--- src/rtl/eth_arb_pkg.sv ---
// Shared types and constants for the Ethernet TX frame arbiter.
// The watchdog states are used only when FRAME_ARB_WATCHDOG_EN is defined.
package eth_arb_pkg;

   typedef enum logic [1:0] {
      StIdle  = 2'd0,
      StPass  = 2'd1,
      StAbort = 2'd2,
      StDrain = 2'd3
   } arb_state_e;

   localparam int unsigned DefaultTimeout = 1024;

   // A limit of 1 still needs one counter bit.
   function automatic int unsigned cnt_width(input int unsigned timeout);
      return (timeout > 1) ? $clog2(timeout) : 1;
   endfunction

endpackage

--- src/rtl/rr_arbiter.sv ---
// Combinational round-robin pick: the first requester at or after ptr_i, wrapping.
module rr_arbiter #(
   parameter int unsigned NumSrc = 2
) (
   input  logic [NumSrc-1:0]         req_i,
   input  logic [$clog2(NumSrc)-1:0] ptr_i,
   output logic [NumSrc-1:0]         pick_o,
   output logic                      valid_o
);

   localparam int unsigned PtrW = $clog2(NumSrc);

   always_comb begin
      logic [PtrW-1:0] idx;
      pick_o  = '0;
      valid_o = 1'b0;
      idx     = '0;
      for (int k = 0; k < NumSrc; k++) begin
         idx = PtrW'((int'(ptr_i) + k) % NumSrc);
         if (!valid_o && req_i[idx]) begin
            pick_o[idx] = 1'b1;
            valid_o     = 1'b1;
         end
      end
   end

endmodule

--- src/rtl/eth_tx_frame_arb.sv ---
// Frame-granular round-robin arbiter in front of the MAC transmit stream.
// Define FRAME_ARB_WATCHDOG_EN to terminate frames whose source stalls mid-frame.
module eth_tx_frame_arb
   import eth_arb_pkg::*;
#(
   parameter int unsigned DATA_WIDTH = 8,
   parameter int unsigned NUM_SRC    = 2,
   parameter int unsigned TIMEOUT    = DefaultTimeout
) (
   input  logic                          clk,
   input  logic                          reset,
   input  logic [NUM_SRC*DATA_WIDTH-1:0] s_tx_axis_tdata,
   input  logic [NUM_SRC-1:0]            s_tx_axis_tvalid,
   input  logic [NUM_SRC-1:0]            s_tx_axis_tlast,
   input  logic [NUM_SRC-1:0]            s_tx_axis_tuser,
   output logic [NUM_SRC-1:0]            s_tx_axis_trdy,
   output logic [DATA_WIDTH-1:0]         m_tx_axis_tdata,
   output logic                          m_tx_axis_tvalid,
   output logic                          m_tx_axis_tlast,
   output logic                          m_tx_axis_tuser,
   input  logic                          m_tx_axis_trdy,
   output logic [NUM_SRC-1:0]            grant
);

   localparam int unsigned PtrW = $clog2(NUM_SRC);

   arb_state_e          state_q, state_d;
   logic [PtrW-1:0]     ptr_q, ptr_d;
   logic [PtrW-1:0]     gidx_q, gidx_d;
   logic [NUM_SRC-1:0]  grant_q, grant_d;
   logic [NUM_SRC-1:0]  pick;
   logic                pick_valid;
   logic [PtrW-1:0]     pick_idx;
   logic [PtrW-1:0]     next_ptr;
   logic [DATA_WIDTH-1:0] src_data;
   logic                src_valid, src_last, src_user;

`ifdef FRAME_ARB_WATCHDOG_EN
   localparam int unsigned CntW = cnt_width(TIMEOUT);
   logic [CntW-1:0] wd_q, wd_d;
   logic            wd_expired;
   assign wd_expired = (wd_q == CntW'(TIMEOUT - 1));
`endif

   rr_arbiter #(
      .NumSrc (NUM_SRC)
   ) u_rr_arbiter (
      .req_i   (s_tx_axis_tvalid),
      .ptr_i   (ptr_q),
      .pick_o  (pick),
      .valid_o (pick_valid)
   );

   always_comb begin
      pick_idx = '0;
      for (int i = 0; i < NUM_SRC; i++) begin
         if (pick[i]) pick_idx = PtrW'(i);
      end
   end

   // Index register mirrors grant so the data mux needs no one-hot decode.
   assign src_data  = s_tx_axis_tdata[int'(gidx_q)*DATA_WIDTH +: DATA_WIDTH];
   assign src_valid = s_tx_axis_tvalid[gidx_q];
   assign src_last  = s_tx_axis_tlast[gidx_q];
   assign src_user  = s_tx_axis_tuser[gidx_q];
   assign next_ptr  = (gidx_q == PtrW'(NUM_SRC - 1)) ? '0 : gidx_q + 1'b1;
   assign grant     = grant_q;

   always_comb begin
      state_d          = state_q;
      ptr_d            = ptr_q;
      gidx_d           = gidx_q;
      grant_d          = grant_q;
      m_tx_axis_tdata  = '0;
      m_tx_axis_tvalid = 1'b0;
      m_tx_axis_tlast  = 1'b0;
      m_tx_axis_tuser  = 1'b0;
      s_tx_axis_trdy   = '0;
`ifdef FRAME_ARB_WATCHDOG_EN
      wd_d             = '0;
`endif
      unique case (state_q)
         StIdle: begin
            if (pick_valid) begin
               grant_d = pick;
               gidx_d  = pick_idx;
               state_d = StPass;
            end
         end
         StPass: begin
            m_tx_axis_tdata  = src_data;
            m_tx_axis_tvalid = src_valid;
            m_tx_axis_tlast  = src_last;
            m_tx_axis_tuser  = src_user;
            s_tx_axis_trdy   = grant_q & {NUM_SRC{m_tx_axis_trdy}};
`ifdef FRAME_ARB_WATCHDOG_EN
            wd_d = src_valid ? '0 : wd_q + 1'b1;
`endif
            if (src_valid && m_tx_axis_trdy && src_last) begin
               state_d = StIdle;
               grant_d = '0;
               ptr_d   = next_ptr;
            end
`ifdef FRAME_ARB_WATCHDOG_EN
            else if (wd_expired) begin
               state_d = StAbort;
            end
`endif
         end
`ifdef FRAME_ARB_WATCHDOG_EN
         // Close the frame on the MAC side as a bad frame.
         StAbort: begin
            m_tx_axis_tvalid = 1'b1;
            m_tx_axis_tlast  = 1'b1;
            m_tx_axis_tuser  = 1'b1;
            if (m_tx_axis_trdy) state_d = StDrain;
         end
         StDrain: begin
            s_tx_axis_trdy = grant_q;
            if (src_valid && src_last) begin
               state_d = StIdle;
               grant_d = '0;
               ptr_d   = next_ptr;
            end
         end
`endif
         default: state_d = StIdle;
      endcase
   end

   always_ff @(posedge clk) begin
      if (reset) begin
         state_q <= StIdle;
         ptr_q   <= '0;
         gidx_q  <= '0;
         grant_q <= '0;
`ifdef FRAME_ARB_WATCHDOG_EN
         wd_q    <= '0;
`endif
      end else begin
         state_q <= state_d;
         ptr_q   <= ptr_d;
         gidx_q  <= gidx_d;
         grant_q <= grant_d;
`ifdef FRAME_ARB_WATCHDOG_EN
         wd_q    <= wd_d;
`endif
      end
   end

endmodule
--- config.mk ---
export PLATFORM = sky130hd
export DESIGN_NAME = eth_tx_frame_arb
export DESIGN_NICKNAME = d
export VERILOG_FILES = /design/src/rtl/eth_arb_pkg.sv /design/src/rtl/rr_arbiter.sv /design/src/rtl/eth_tx_frame_arb.sv
export SDC_FILE = /design/constraint.sdc
export NUM_CORES = 1
export LEC_CHECK = 0
export ABC_AREA = 1
export BUFFER_PORTS_ARGS = -buffer_cell sky130_fd_sc_hd__buf_2
export CORE_AREA = 2 2 39 41
export DETAILED_ROUTE_END_ITERATION = 12
export DIE_AREA = 0 0 41 43
export HOLD_SLACK_MARGIN = 0.12
export PLACE_DENSITY = 0.69
export SYNTH_ARGS = -nofsm -noshare
export SYNTH_HDL_FRONTEND = slang
export SYNTH_SLANG_ARGS = --single-unit
--- constraint.sdc ---
create_clock -name clk -period 2.5 [get_ports clk]
set_input_delay 0.5 -clock clk [delete_from_list [all_inputs] [get_ports clk]]
set_output_delay 0.5 -clock clk [all_outputs]
set_load 0.1 [all_outputs]
==> impl_metrics.toml, run 1 <==
[route]
drt_iter0_drc = 4
drt-vias-per-instance = 4.603
routed_wirelength_mm = 1.176
ant_nets = 0
drc_errors = 0
drt-pass1-iter-count = 4
num_vias = 580
routedWlPerCell_um = 9.333

[setup_path]
critPathLaunchType = "register"
path_buf_inv = 2
crit_fanout = 14
r2r_setup_slack_ns = 1.06
crit_type = "reg -> out"
cp_data_arrival_time_ns = 1.74
cp-end-kind = "primary output"
critical_path.max_stage_delay_ns = 0.53
cp_top_family = "buffers and inverters"
worstPathCellList = "inv_1 -> nand2_1 -> nand2_2 -> nor2_1 -> buf_2"
critPathRequiredTime_ns = 2.00
cpMaxStageDelayCell = "dfxtp_1"

[yosys]
synth_top_area_frac = 0.2524
synth_area_per_cell_um2 = 5.666
synth_top_area_cell = "dfxtp_1"
synth_fp_nets = 95
ys_ff_latch = 5
yosysSeqAreaShare = 0.2524
netlist_area_um2 = 396.6
synth_cell_type_count = 17
syn_inst = 70
synthTopCellsByArea = "dfxtp_1 (25%), nor2_1 (21%), o21ai_0 (13%)"
ys_warn_count = 0

[timing]
post-route-period-util = 0.8970
slew_violations = 0
max_freq_mhz = 445.9
setup_slack_ns = 0.2576
fin_skew_ns = 0.006423
fin_crit_ns = 2.242
maxSlewHeadroom = 0.6779
tns_ns = 0
worstMarginPinSlew_ns = 0.4865
grt_setup_unrepaired = "no"
hold_viol_final = 0
setup_violations = 0

[floorplanning]
core-area_mm2 = 0.001384
chipHeight_um = 43
die_w_um = 41
rows = 14
design.die.area_mm2 = 0.001763
start_util = 0.2866
ioPinCount = 40

[cts]
ctsRootBufferMaster = "clkbuf_4"
cts_made_buffers = 3
cts-htree-levels = 1
cts_tree = "yes"
clock_sinks = 5
clk_latency_ns = 0.25
cts_resized = 0
ctsHoldBuffers = 0
clk_pin_slew_ns = 0.05
post_cts_buffers = 0
clockBufferDepth = 2

[global_routing]
grt_pass1_wl_mm = 1.511
grt_max_degree = 15
first_global_vias = 409
antenna_found_initial = 0
grt.total_usage = 0.1288
gr-total-overflow = 0

[place]
pre_cts_ws_ns = 0.5195
numPortBuffers = 39
gp_congestion = 0.7735
dp.cells = 122
dpl.hpwl_um = 920.8

[layout]
antenna_cells = 0
finalNonFillerCells = 126
syn2layout_area_growth_pct = 58.99
final_cell_mix = "buf_2 (39), nor2_1 (20), o21ai_0 (10)"
layout.nets = 136
nFillCells = 152
final_common_cell = "buf_2"
drive_above_1_share = 0.4636

[pwr]
ir_worst_vdd_mv = 0.2479
powerDensity_mw_per_mm2 = 629.6
leakagePower_nw = 0.3559

[run]
max_cap_viol_count = 0

[status]
run_status = "complete, no violations"

[worst_hold_path]
hold_class = "in -> reg"
==> metrics by stage <==
| stage | hold WS (ns) | utilization | total power, mW | instance area (um2) |
|---|---|---|---|---|
| floorplan | 0.4416 | - | 0.2591 | 401.6 |
| global placement | 0.4609 | 0.4367 | 0.2988 | 604.3 |
| detailed placement | 0.4702 | 0.4367 | 0.3000 | 604.3 |
| CTS | 0.4630 | 0.4557 | 0.3988 | 630.6 |
| global route | 0.4706 | 0.4557 | 0.4148 | 630.6 |
| finish | 0.4621 | 0.4557 | 0.3970 | 630.6 |
==> final timing paths <==
kind / from / to / cells after the start
worst min-delay path: reset / ptr_q / 2
worst min register to register: ptr_q / ptr_q / 2
worst max-delay path: gidx_q / m_tx_axis_tvalid / 5
worst max register to register: gidx_q / state_q[0] / 7
==> registers in the layout, summed over array words and instances (netlist names) <==
name and flops:
gidx_q 1, grant 2, ptr_q 1, state_q 1
==> power breakdown <==
group          switching [mW]  internal, mW  total (mW)  leakage (nW)
combinational           0.165        0.0389       0.204         0.300
clock                  0.0384        0.0607      0.0991        0.0150
sequential            0.00898        0.0854      0.0944        0.0411
==> worst register-to-register path: stages, from the launching register on <==
cell	delay (ns)
dfxtp_1	0.53
inv_1	0.25
nand2_1	0.13
nand2_2	0.07
nor2_4	0.11
nand2_2	0.09
nand2_1	0.06
a21oi_1	0.06
==> layout make-up <==
type / instances / area, um2 / share of cell area
multi-input cells: 56 / 266.5 / 0.4226
repair buffers: 39 / 195.2 / 0.3095
flip-flops and latches: 5 / 100.1 / 0.1587
clock buffers: 4 / 26.28 / 0.04167
inverters: 6 / 22.52 / 0.03571
well taps: 16 / 20.02 / 0.03175
==> kinds of logic after synthesis <==
logic type | count (synthesis) | synth area share
DFF | 5 | 0.2524
buffers and inverters | 9 | 0.08829
and+or+nand+nor | 40 | 0.4479
AOI/OAI and AO/OA | 16 | 0.2114
==> synth_stat cells <==
cell	instances
o21ai_0	10
inv_1	6
nor2_1	22
nand2_1	9
a21oi_1	4
nor2_4	1
o21ai_1	1
buf_1	1
nand3_1	3
clkbuf_1	1
nand3_2	1
or2_2	1
a21oi_2	1
nor2_2	1
buf_2	1
dfxtp_1	5
nand2_2	2
==> routing by layer <==
layer	part of all wire	vias to the layer above	global-route usage
met3	0.16	5	0.05236
met1	0.41	236	0.1424
li1	-	301	-
met2	0.40	38	0.1938
met5	0	-	0
met4	0.025	0	0.08000
(Power assumes the default switching activity.)
==> run 2: changes to the inputs <==
--- a/config.mk
+++ b/config.mk
@@ -5,13 +5,13 @@
 export SDC_FILE = /design/constraint.sdc
 export NUM_CORES = 1
 export LEC_CHECK = 0
-export ABC_AREA = 1
+export ABC_AREA = 0
 export BUFFER_PORTS_ARGS = -buffer_cell sky130_fd_sc_hd__buf_2
 export CORE_AREA = 2 2 39 41
 export DETAILED_ROUTE_END_ITERATION = 12
 export DIE_AREA = 0 0 41 43
 export HOLD_SLACK_MARGIN = 0.12
-export PLACE_DENSITY = 0.69
+export PLACE_DENSITY = 0.72
 export SYNTH_ARGS = -nofsm -noshare
 export SYNTH_HDL_FRONTEND = slang
 export SYNTH_SLANG_ARGS = --single-unit
==> run 2 against run 1 <==
Net effect: register-to-register slack worse by 0.05 ns; setup slack better by 0.095 ns; cell count down 15%; highest routed layer is now met3; die area unchanged.
==> impl_metrics.toml, run 2 <==
[setup_path]
critPathRequiredTime_ns = 2.00
ff2ff_path_depth = 3
cp_data_arrival_time_ns = 1.65
reg2reg_from = "gidx_q"
crit_fanout = 8
critPathLaunchType = "register"
crit_start = "gidx_q"
crit_end = "m_tx_axis_tdata[3]"
crit_type = "reg -> out"
r2r_setup_slack_ns = 1.01
cp-end-kind = "primary output"
worst_r2r_endpoint = "ptr_q"

[yosys]
synth_fp_nets = 75
synth_top_area_cell = "mux2i_1"
synthTopCellsByArea = "mux2i_1 (25%), dfxtp_1 (23%), nor2b_1 (16%)"
synth_area_per_cell_um2 = 8.708
yosysSeqAreaShare = 0.2299
ys.flop_type = "dfxtp_1"
ys_warn_count = 0
synth_commonest_cells = "mux2i_1 (11), nor2b_1 (11), dfxtp_1 (5), nand3b_1 (3)"
netlist_area_um2 = 435.4
syn_inst = 50
ys_async_sr_fraction = 0
synth_top_area_frac = 0.2529
synth-edff-count = 0
synth_cell_type_count = 19
ys_ff_latch = 5

[route]
drt_iter0_drc = 10
routedWlPerCell_um = 10.79
routed_wirelength_mm = 1.155
drt-pass1-iter-count = 4
drc_errors = 0
drt-vias-per-instance = 4.673
num_vias = 500
ant_nets = 0

[layout]
finalNonFillerCells = 107
layout.nets = 117
syn2layout_area_growth_pct = 57.18
final_util = 0.4946
register_area_um2 = 100.1
nFillCells = 145
final_common_cell = "buf_2"
final_area_um2 = 684.4
largest_reg_flops = 2
final_cell_mix = "buf_2 (39), mux2i_1 (11), nor2b_2 (8)"
drive_above_1_share = 0.5824
multi_input_area_um2 = 335.3
antenna_cells = 0

[worst_hold_path]
hold_class = "reg -> reg"

[floorplanning]
design.die.area_mm2 = 0.001763
chipHeight_um = 43
rows = 14
die_w_um = 41
start_util = 0.3146
core-area_mm2 = 0.001384
ioPinCount = 40

[global_routing]
first_global_vias = 448
gr-total-overflow = 0
grt_pass1_wl_mm = 1.794
antenna_found_initial = 0
grt_max_degree = 19
grt.total_usage = 0.1446

[cts]
cts_tree = "yes"
ctsRootBufferMaster = "clkbuf_4"
clock_sinks = 5
clk_pin_slew_ns = 0.05
post_cts_buffers = 0
clk_latency_ns = 0.24
ctsHoldBuffers = 0
clockBufferDepth = 2
cts_resized = 0
cts-htree-levels = 1
cts_made_buffers = 3

[timing]
maxSlewHeadroom = 0.6765
tns_ns = 0
fin_crit_ns = 2.148
whs_ns = 0.5052
hold_viol_final = 0
slew_violations = 0
max_freq_mhz = 465.6
post-route-period-util = 0.8591
worstMarginPinSlew_ns = 0.4886
setup_violations = 0
grt_setup_unrepaired = "no"
setup_slack_ns = 0.3523
fin_skew_ns = 0.002033

[place]
pre_cts_ws_ns = 0.6028
gp_congestion = 0.7046
dp.cells = 103
numPortBuffers = 39
dpl.hpwl_um = 906.1
dpl_cell_area_um2 = 658.1

[pwr]
powerDensity_mw_per_mm2 = 705.2
p_total_mw = 0.4827
leakagePower_nw = 0.3426
ir_worst_vdd_mv = 0.2851

[run]
max_cap_viol_count = 0

[status]
run_status = "complete, no violations"
## run 2: cell count changes in the layout (fill, tap and decap cells not counted), moves of 3 or more
cell	delta
nor2b_2	+8
nor2_1	-18
nor2b_1	+3
nand3b_1	+3
nand2_1	-7
o21ai_0	-9
inv_1	-6
nor2_2	-3
a21oi_1	-3
mux2i_1	+11
## run 2: area by class of cell
| class | count | area share |
|---|---|---|
| Tap cell | 16 | 0.02925 |
| Timing Repair Buffer | 40 | 0.2962 |
| Clock buffer | 4 | 0.03839 |
| Sequential cell | 5 | 0.1463 |
| Multi-Input combinational cell | 42 | 0.4899 |
## run 2: layer usage
layer / vias to the layer above / global-route usage / wire [um]
met5: - / 0 / 0
met4: 0 / 0.06000 / 0
met3: 0 / 0.01571 / 57
met2: 15 / 0.2375 / 633
met1: 229 / 0.1801 / 465
li1: 256 / - / -
## run 2: logic make-up (layout without fill, tap and decap cells)
logic type      Yosys count  count (layout)  share of synthesized area
flops                     5               5                     0.2299
mux                      12              12                     0.2874
compound gates            5               5                    0.06895
buf+inv                   3              44                    0.04596
simple gates             25              25                     0.3678
## run 2: report_power, final
group	leakage (nW)	internal (mW)	switching [mW]
sequential	0.0412	0.0877	0.0160
combinational	0.286	0.0670	0.214
clock	0.0150	0.0606	0.0368
total	0.343	0.215	0.267
## run 2: how the worst min path moves through the flow
stage,from,end,slack [ns],cells after the start
2_1_floorplan,ptr_q,grant[0],0.48,3
3_3_place_gp,grant[1],grant[1],0.49,2
3_5_place_dp,grant[1],grant[1],0.49,2
4_1_cts,grant[1],grant[1],0.50,2
5_1_grt,grant[1],grant[1],0.52,2
6_report,grant[1],grant[1],0.51,2
## run 2: critical path, cell delays in order, from the launching register on
cell and delay [ns]:
dfxtp_1 0.54, buf_4 0.24, mux2i_1 0.10, nor2b_2 0.10, buf_2 0.43
==> run 3: changes to the inputs <==
--- a/config.mk
+++ b/config.mk
@@ -7,11 +7,11 @@
 export LEC_CHECK = 0
 export ABC_AREA = 0
 export BUFFER_PORTS_ARGS = -buffer_cell sky130_fd_sc_hd__buf_2
-export CORE_AREA = 2 2 39 41
+export CORE_MARGIN = 2
+export CORE_UTILIZATION = 30
 export DETAILED_ROUTE_END_ITERATION = 12
-export DIE_AREA = 0 0 41 43
 export HOLD_SLACK_MARGIN = 0.12
-export PLACE_DENSITY = 0.72
+export PLACE_DENSITY = 0.67
 export SYNTH_ARGS = -nofsm -noshare
 export SYNTH_HDL_FRONTEND = slang
 export SYNTH_SLANG_ARGS = --single-unit
==> run 3 against run 2 <==
Net effect: critical path type unchanged; clock skew is 0.0083 ns higher; global-route usage is 0.39 points lower; largest cell class unchanged; power is 0.22% lower; flip-flop and latch count stayed put.
==> impl_metrics.toml, run 3 (synthesis gave the netlist of run 2 again) <==
[status]
run_status = "complete, no violations"

[place]
gp_congestion = 0.6736
dpl.hpwl_um = 930.2
numPortBuffers = 39
dp.cells = 102
dpl_cell_area_um2 = 656.9

[route]
drt_iter0_drc = 4
drt-pass1-iter-count = 4
drt-vias-per-instance = 4.717
drc_errors = 0
routed_wirelength_mm = 1.135
ant_nets = 0
routedWlPerCell_um = 10.71
num_vias = 500

[global_routing]
grt.total_usage = 0.1407
antenna_found_initial = 0
grt_max_degree = 19
first_global_vias = 461
gr-total-overflow = 0
grt_pass1_wl_mm = 1.904

[run]
max_cap_viol_count = 0

[layout]
final_cell_mix = "buf_2 (39), mux2i_1 (11), nor2b_2 (8)"
finalNonFillerCells = 106
final_area_um2 = 684.4
drive_above_1_share = 0.5934
final_util = 0.5131
antenna_cells = 0
final_common_cell = "buf_2"
largest_reg_flops = 2
syn2layout_area_growth_pct = 57.18
layout.nets = 117

[timing]
fin_crit_ns = 2.028
setup_violations = 0
slew_violations = 0
tns_ns = 0
grt_setup_unrepaired = "no"
fin_skew_ns = 0.01032
max_freq_mhz = 493.0
worstMarginPinSlew_ns = 0.4893
maxSlewHeadroom = 0.6761
post-route-period-util = 0.8113
hold_viol_final = 0

[setup_path]
path_buf_inv = 2
crit_fanout = 10
cp_data_arrival_time_ns = 1.53
cpMaxStageDelayCell = "buf_2"
worstPathCellList = "buf_4 -> mux2i_1 -> nor2b_1 -> buf_2"
critPathLaunchType = "register"
critPathRequiredTime_ns = 2.00
crit_type = "reg -> out"
cp-end-kind = "primary output"
critical_path.max_stage_delay_ns = 0.43
cp_top_family = "buffers and inverters"
r2r_setup_slack_ns = 0.99

[floorplanning]
start_util = 0.3265
die_w_um = 42.10
design.die.area_mm2 = 0.001772
chipHeight_um = 42.10
ioPinCount = 40
rows = 13
core-area_mm2 = 0.001334

[worst_hold_path]
hold_class = "reg -> reg"

[pwr]
ir_worst_vdd_mv = 0.3152
powerDensity_mw_per_mm2 = 703.7
leakagePower_nw = 0.3453
p_total_mw = 0.4816

[cts]
cts_resized = 0
ctsRootBufferMaster = "clkbuf_4"
cts-htree-levels = 1
clk_pin_slew_ns = 0.05
clockBufferDepth = 2
cts_tree = "yes"
clk_latency_ns = 0.25
cts_made_buffers = 3
ctsHoldBuffers = 0
clock_sinks = 5
post_cts_buffers = 0
==> run 3: cell count changes in the layout (fill, tap and decap cells not counted) <==
cell,change
clkinv_2,+1
clkbuf_1,-1
==> run 3: area by class of cell <==
cell class,instances,area [um2]
Fill cell,144,649.4
Tap cell,15,18.77
Multi-Input combinational cell,42,335.3
Clock inverter,1,5.005
Clock buffer,3,22.52
Sequential cell,5,100.1
Timing Repair Buffer,40,202.7
==> run 3: routing by layer <==
layer | up-vias | wire [um] | track usage
met2 | 15 | 625 | 0.2438
met4 | 0 | 9 | 0.07500
met3 | 2 | 39 | 0.05172
li1 | 256 | - | -
met1 | 227 | 461 | 0.1469
met5 | - | 0 | 0
==> run 3: worst min-delay path: cells and delay by family, from the launching register on <==
kind,cells,cell delay (ns)
flip-flops,1,0.31
AND/OR/NAND/NOR,1,0.08
AO/OA/AOI/OAI,1,0.06
==> run 3: power breakdown <==
part	internal, mW	switching (mW)
Clock	0.0582	0.0379
Sequential	0.0876	0.0137
Combinational	0.0670	0.217
==> run 3: path summary, 6_finish.rpt <==
check,cells past startpoint,start,end
max,4,gidx_q,m_tx_axis_tlast
min,2,grant[1],grant[1]
max reg2reg,4,gidx_q,ptr_q
min reg2reg,2,grant[1],grant[1]
==> run 3: per-stage QoR <==
stage	setup WS, ns	hold WS [ns]
finish	0.4717	0.5006
global route	0.3453	0.5119
CTS	0.4508	0.5017
detailed placement	0.6656	0.4926
global placement	0.6946	0.4963
floorplan	0.01662	0.4814
